`src/rtl/ttlc_dbg_pkg.sv`:
```
// Shared encodings for the TTLC debug run-control page: run states, halt reasons,
// register offsets and the default page select.
package ttlc_dbg_pkg;

    localparam int unsigned DBG_DW = 16;

    typedef enum logic [1:0] {
        ST_HALTED   = 2'd0,
        ST_RUNNING  = 2'd1,
        ST_STEPPING = 2'd2
    } run_state_t;

    typedef enum logic [1:0] {
        RSN_NONE = 2'd0,
        RSN_HOST = 2'd1,
        RSN_BRK  = 2'd2,
        RSN_STEP = 2'd3
    } halt_reason_t;

    localparam logic [3:0] OFS_CTRL     = 4'h0;
    localparam logic [3:0] OFS_PC       = 4'h1;
    localparam logic [3:0] OFS_STEP_N   = 4'h2;
    localparam logic [3:0] OFS_BRK_EN   = 4'h3;
    localparam logic [3:0] OFS_HIT      = 4'h4;
    localparam logic [3:0] OFS_ICOUNT   = 4'h5;
    localparam logic [3:0] OFS_BRK_ADDR = 4'h8;

    localparam logic [3:0] PAGE_DEFAULT = 4'h4;

endpackage

```
`src/rtl/ttlc_brk_match.sv`:
```
// Per-breakpoint PC comparators; match[i] is set when breakpoint i is enabled and hits.
module ttlc_brk_match
    import ttlc_dbg_pkg::*;
#(
    parameter int unsigned PC_WIDTH = 12,
    parameter int unsigned NUM_BRK  = 4
) (
    input  logic [PC_WIDTH-1:0]               pc,
    input  logic [NUM_BRK-1:0][PC_WIDTH-1:0]  brk_addr,
    input  logic [NUM_BRK-1:0]                brk_en,
    output logic [NUM_BRK-1:0]                match
);

    always_comb begin
        match = '0;
        for (int unsigned i = 0; i < NUM_BRK; i++) begin
            match[i] = brk_en[i] && (brk_addr[i] == pc);
        end
    end

endmodule

```
`src/rtl/ttlc_run_ctrl.sv`:
```
// Run-control and breakpoint unit for the TTLC core: run/step/halt FSM, maskable
// PC breakpoints, sticky hit/reason status and a retired-instruction counter.
module ttlc_run_ctrl
    import ttlc_dbg_pkg::*;
#(
    parameter int unsigned PC_WIDTH = 12,
    parameter int unsigned NUM_BRK  = 4,
    parameter logic [3:0]  PAGE     = PAGE_DEFAULT
) (
    input  logic                clk,
    input  logic                rst_n,
    input  logic [7:0]          dbg_a,
    input  logic [15:0]         dbg_di,
    output logic [15:0]         dbg_do,
    input  logic                dbg_we,
    input  logic                dbg_rd,
    output logic                dbg_ready,
    input  logic [PC_WIDTH-1:0] ttlc_pc,
    input  logic                ttlc_i_ready,
    input  logic                ext_halt_req,
    input  logic                ttlc_data_in,
    input  logic                ttlc_data_out,
    input  logic                ttlc_result_reg,
    output logic                ttlc_halt,
    output logic                halt_event
);

    run_state_t                       state;
    halt_reason_t                     reason;
    logic                             skip;
    logic [DBG_DW-1:0]                count;
    logic [DBG_DW-1:0]                icount;
    logic [NUM_BRK-1:0]               brk_en;
    logic [NUM_BRK-1:0]               hit;
    logic [NUM_BRK-1:0]               match;
    logic [NUM_BRK-1:0]               hit_clr;
    logic [NUM_BRK-1:0][PC_WIDTH-1:0] brk_addr;

    logic              sel, wr, ctrl_wr, stepn_wr, step_cmd;
    logic              brk_live, brk_hit, step_done;
    logic [3:0]        ofs;
    logic [DBG_DW-1:0] step_load;

    assign ofs       = dbg_a[3:0];
    assign sel       = (dbg_a[7:4] == PAGE);
    assign wr        = sel && dbg_we;
    assign dbg_ready = sel && (dbg_rd || dbg_we);

    // Host commands that drive the FSM; these outrank every core-side event.
    assign ctrl_wr   = wr && (ofs == OFS_CTRL);
    assign stepn_wr  = wr && (ofs == OFS_STEP_N) && (dbg_di != '0);
    assign step_cmd  = (ctrl_wr && dbg_di[1]) || stepn_wr;
    assign step_load = stepn_wr ? dbg_di : DBG_DW'(1);

    assign brk_live  = (state == ST_RUNNING) && !skip;
    assign brk_hit   = brk_live && (|match);
    assign step_done = (state == ST_STEPPING) && ttlc_i_ready && (count == DBG_DW'(1));
    assign hit_clr   = (ctrl_wr && dbg_di[2])      ? '1 :
                       (wr && (ofs == OFS_HIT))    ? dbg_di[NUM_BRK-1:0] : '0;

    ttlc_brk_match #(
        .PC_WIDTH (PC_WIDTH),
        .NUM_BRK  (NUM_BRK)
    ) u_brk_match (
        .pc       (ttlc_pc),
        .brk_addr (brk_addr),
        .brk_en   (brk_en),
        .match    (match)
    );

    // Run-control FSM with halt reason, skip flag and step counter.
    always_ff @(posedge clk) begin
        if (!rst_n) begin
            state      <= ST_HALTED;
            reason     <= RSN_NONE;
            skip       <= 1'b0;
            count      <= '0;
            ttlc_halt  <= 1'b1;
            halt_event <= 1'b0;
        end else begin
            halt_event <= 1'b0;
            if (state == ST_RUNNING && ttlc_i_ready) skip <= 1'b0;
            if (state == ST_STEPPING && ttlc_i_ready) count <= count - DBG_DW'(1);
            if (ctrl_wr && dbg_di[2]) reason <= RSN_NONE;

            if (step_cmd) begin
                state     <= ST_STEPPING;
                ttlc_halt <= 1'b0;
                count     <= step_load;
            end else if (ctrl_wr) begin
                if (dbg_di[0] && state == ST_HALTED) begin
                    state     <= ST_RUNNING;
                    ttlc_halt <= 1'b0;
                    skip      <= 1'b1;
                end else if (!dbg_di[0] && state == ST_RUNNING) begin
                    state      <= ST_HALTED;
                    ttlc_halt  <= 1'b1;
                    halt_event <= 1'b1;
                    reason     <= RSN_HOST;
                end
            end else if (ext_halt_req) begin
                if (state != ST_HALTED) begin
                    state      <= ST_HALTED;
                    ttlc_halt  <= 1'b1;
                    halt_event <= 1'b1;
                    reason     <= RSN_HOST;
                end
            end else if (brk_hit) begin
                state      <= ST_HALTED;
                ttlc_halt  <= 1'b1;
                halt_event <= 1'b1;
                reason     <= RSN_BRK;
            end else if (step_done) begin
                state      <= ST_HALTED;
                ttlc_halt  <= 1'b1;
                halt_event <= 1'b1;
                reason     <= RSN_STEP;
            end
        end
    end

    // Breakpoint configuration, sticky hits and the retired-instruction counter.
    always_ff @(posedge clk) begin
        if (!rst_n) begin
            brk_en   <= '0;
            hit      <= '0;
            brk_addr <= '0;
            icount   <= '0;
        end else begin
            if (wr && ofs == OFS_BRK_EN) brk_en <= dbg_di[NUM_BRK-1:0];
            for (int unsigned i = 0; i < NUM_BRK; i++) begin
                if (wr && ofs == 4'(32'(OFS_BRK_ADDR) + i)) brk_addr[i] <= dbg_di[PC_WIDTH-1:0];
            end
            hit <= (hit & ~hit_clr) | (brk_live ? match : '0);
            if (wr && ofs == OFS_ICOUNT) begin
                icount <= '0;
            end else if (ttlc_i_ready && state != ST_HALTED) begin
                icount <= icount + DBG_DW'(1);
            end
        end
    end

    always_comb begin
        dbg_do = '0;
        if (sel && dbg_rd) begin
            case (ofs)
                OFS_CTRL:   dbg_do = {8'h00, reason, ttlc_data_out, ttlc_data_in,
                                      ttlc_result_reg, skip, state};
                OFS_PC:     dbg_do = DBG_DW'(ttlc_pc);
                OFS_STEP_N: dbg_do = count;
                OFS_BRK_EN: dbg_do = DBG_DW'(brk_en);
                OFS_HIT:    dbg_do = DBG_DW'(hit);
                OFS_ICOUNT: dbg_do = icount;
                default: begin
                    for (int unsigned i = 0; i < NUM_BRK; i++) begin
                        if (ofs == 4'(32'(OFS_BRK_ADDR) + i)) dbg_do = DBG_DW'(brk_addr[i]);
                    end
                end
            endcase
        end
    end

endmodule
```
`config.mk`:
```
export PLATFORM = sky130hd
export DESIGN_NAME = ttlc_run_ctrl
export DESIGN_NICKNAME = d
export VERILOG_FILES = /design/src/rtl/ttlc_dbg_pkg.sv /design/src/rtl/ttlc_brk_match.sv /design/src/rtl/ttlc_run_ctrl.sv
export SDC_FILE = /design/constraint.sdc
export NUM_CORES = 1
export LEC_CHECK = 0
export CORE_ASPECT_RATIO = 0.75
export CORE_MARGIN = 2
export CORE_UTILIZATION = 52
export CTS_BUF_LIST = sky130_fd_sc_hd__clkbuf_16
export DETAILED_ROUTE_END_ITERATION = 10
export GPL_ROUTABILITY_DRIVEN = 0
export PLACE_DENSITY = 0.88
export RECOVER_POWER = 50
export SYNTH_ARGS = -nofsm -noshare
export SYNTH_HDL_FRONTEND = slang
export SYNTH_SLANG_ARGS = --single-unit
export TNS_END_PERCENT = 1
```
`constraint.sdc`:
```
create_clock -name clk -period 2 [get_ports clk]
set_input_delay 0.3 -clock clk [delete_from_list [all_inputs] [get_ports clk]]
set_output_delay 0.3 -clock clk [all_outputs]
set_load 0.01 [all_outputs]
```
==> reports/results.ini <==
[power_and_ir_drop]
power_frac_seq_pct=43.5
power_frac_clock_pct=40.6
ir_drop_uv=457
switching_share_pct=29.0
power_leakage_nw=3.71
pwr_density_cell_nw_per_um2=515
p_comb_share_pct=15.9
switchingPower_mw=1.27
internal-power_mw=3.10

[clock_network]
cts_buffers=9
clk_path_buf_depth=2
cts_tree=yes
clkTransAtPathRegs_ns=0.08
root_buffer=clkbuf_16
clock-sinks=95
htree_num_levels=3
clkLatencyLatePin_ns=0.37

[global_routing]
groute.usage.overall_pct=38.6
grt_pass1_vias=6673
antenna_found_initial=0
grt_max_degree=56
grt_pass1_wl_um=37100
overflow=0

[cells_and_area]
layout_common_cells=buf_4, dfxtp_1, mux2i_1
final_nets=914
drive_gt1_share_pct=30.5
diodes=0
mostFrequentLayoutCell=buf_4
areaGrowthSynthToFinish_pct=41.2
fillers=678

[outcome]
status=finished, violations left
violations=negative setup slack

[logic_synthesis]
synth_area_per_cell_um2=8.35
synthDistinctLibCells=66
ys_ff_latch=95
ys.warnings.count=0
synth_edf_count=0
ys_seq_area_share_pct=31.6
postSynthNetCount=768
netlist_area_um2=6010
async_reset_ff_share_pct=0
synthFlopType=dfxtp_1
syn_inst=720

[setup_path]
reg2regPathDepth=7
required_ns=1.70
path_class=flop to output port
crit_path_end_kind=output port
arrival_ns=1.88
r2r_slack_ns=-0.04
r2r-end=state[1]
startpoint_type=flop
crit_chain=mux2_4, a22oi_2, nor2_2, a2111oi_4, nor3_2, buf_2
cp_slowest_stage_delay_ns=0.39
r2r_start=count[4]
critical-path-slowest-cell=a2111oi_4
crit_fanout=2

[floorplan]
core_um2=11100
fp.dieH_um=97.1
rows=33
io_pins=64
die_w_um=128
start_util_pct=54.2
dieArea_um2=12500

[run]
cap_violations=0

[detailed_routing]
drt_wl_total_um=25700
ant_nets=0
wl_per_cell_um=25.4
vias=6943
dr.first_iter.drc_count=1270
firstDrtPassIters=11
via_per_inst=6.87
drc=0

[timing]
finalCriticalPeriod_ns=2.18
slew_violations=0
rsz0062_at_grt=yes
max_freq_mhz=459
fin_setup_tns_ns=-2.72
setup_viol=59
slew_headroom_pct=67.1
hold_viol_final=0
period_share_pct=109
setup_slack_ns=-0.180
fin_skew_ns=0.0112
max_slew.worst_pin.slew_ns=0.486
hold_ws_ns=0.397

[hold_path]
holdCritStartpoint=rst_n
hp-class=input port to flop
hold_end=ttlc_halt
hold-path-cell-count=2

[placed_design]
io_buffers=63
dp_hpwl_um=16500

## logic make-up (layout without fill, tap and decap cells)
family / Yosys count / in the layout / synth area share [%]
muxes: 73 / 73 / 12.2
and+or+nand+nor: 274 / 274 / 24.3
AOI/OAI and AO/OA: 141 / 141 / 17.2
xor gates and xnor gates: 61 / 61 / 8.88
DFF: 95 / 95 / 31.6
adders and majority gates: 3 / 3 / 0.624
buffers and inverters: 73 / 224 / 5.22
## registers in the layout, summed over array words and instances (netlist names)
| name | count |
|---|---|
| hit | 4 |
| state | 2 |
| brk_addr | 48 |
| ttlc_halt | 1 |
| reason | 2 |
| icount | 16 |
| count | 16 |
| halt_event | 1 |
| skip | 1 |
| brk_en | 4 |
## through the flow
stage	std cells	setup WS, ns	power [mW]	instance area [µm²]	utilization (%)
2_1_floorplan	720	0.0887	2.20	6020	-
3_3_place_gp	984	-0.907	2.48	7600	68.5
3_5_place_dp	984	-0.936	2.50	7600	68.5
4_1_cts	1005	-0.237	4.26	8270	74.4
5_1_grt	1011	-0.195	4.43	8490	76.5
6_report	1011	-0.180	4.37	8490	76.5
## synth_stat cells (all sizes together), types with 3 or more instances
cell type / n / area, µm²
a211oi: 3 / 22.5
buf: 19 / 111
nand2: 56 / 210
a21boi: 3 / 22.5
nand2b: 3 / 18.8
nor2b: 59 / 369
mux2i: 70 / 701
and3: 8 / 55.1
o21ai: 30 / 150
inv: 8 / 30.0
nor3: 18 / 95.1
a221oi: 17 / 155
o211a: 9 / 90.1
nand4: 17 / 106
nor4: 13 / 81.3
a21oi: 24 / 120
and2: 8 / 50.1
clkbuf: 46 / 173
mux2: 3 / 33.8
xor2: 9 / 78.8
nand3: 23 / 115
xnor2: 52 / 455
a32oi: 4 / 35.0
o221a: 5 / 56.3
a31oi: 4 / 25.0
or3: 7 / 43.8
a22o: 9 / 78.8
nor2: 48 / 183
o31ai: 3 / 27.5
dfxtp: 95 / 1900
ha: 3 / 37.5
a2111oi: 3 / 26.3
a22oi: 14 / 105
## per-layer routing
layer  wire length, µm  up-vias  global-route usage [%]  share of wire, %
li1                  -     2886                       -                 -
met1              9500     3265                    49.8                37
met2             11100      625                    57.7                43
met3              3410      167                    11.5                13
met4              1650        0                    20.3               6.4
met5                 0        -                    1.68                 0
## critical path, delay by kind of cell (launching register included)
kind,cells,cell delay (ns)
AOI/OAI and AO/OA,2,0.56
muxes,1,0.27
and+or+nand+nor,2,0.18
buffers and inverters,1,0.15
DFF,1,0.35
## power groups by stage
stage | combinational (mW) | clock, mW | sequential [mW]
finish | 0.695 | 1.77 | 1.90
global route | 0.713 | 1.82 | 1.90
CTS | 0.617 | 1.74 | 1.90
detailed placement | 0.555 | 0 | 1.94
global placement | 0.540 | 0 | 1.94
floorplan | 0.261 | 0 | 1.94
## cell type report
type,count,area (µm²),share of cell area [%]
multi-input combinational,552,4350,51.2
sequential,95,1900,22.4
timing repair buffer,200,1740,20.5
clock buffer,9,225,2.65
tap,140,175,2.06
clock inverter,7,71.3,0.840
inverter,8,30.0,0.354
## worst max-delay path by stage
stage,from,end,slack [ns],depth (start not counted)
final,count[3],dbg_do[3],-0.18,6
after global routing,count[3],dbg_do[3],-0.19,6
after floorplan,dbg_a[3],dbg_do[10],0.09,7
after detailed placement,dbg_a[0],dbg_do[6],-0.94,8
after global placement,dbg_a[0],dbg_do[6],-0.91,8
after CTS,dbg_a[0],dbg_do[7],-0.24,8
## what timing repair did
action                     in CTS  in global routing
pin swaps                      23                 27
setup buffers                   2                  5
hold buffers                    0                  0
gates cloned                    3                  1
resized for setup             126                 96
setup endpoints to repair      52                 65
No activity file was read; power rests on OpenSTA's default activity.
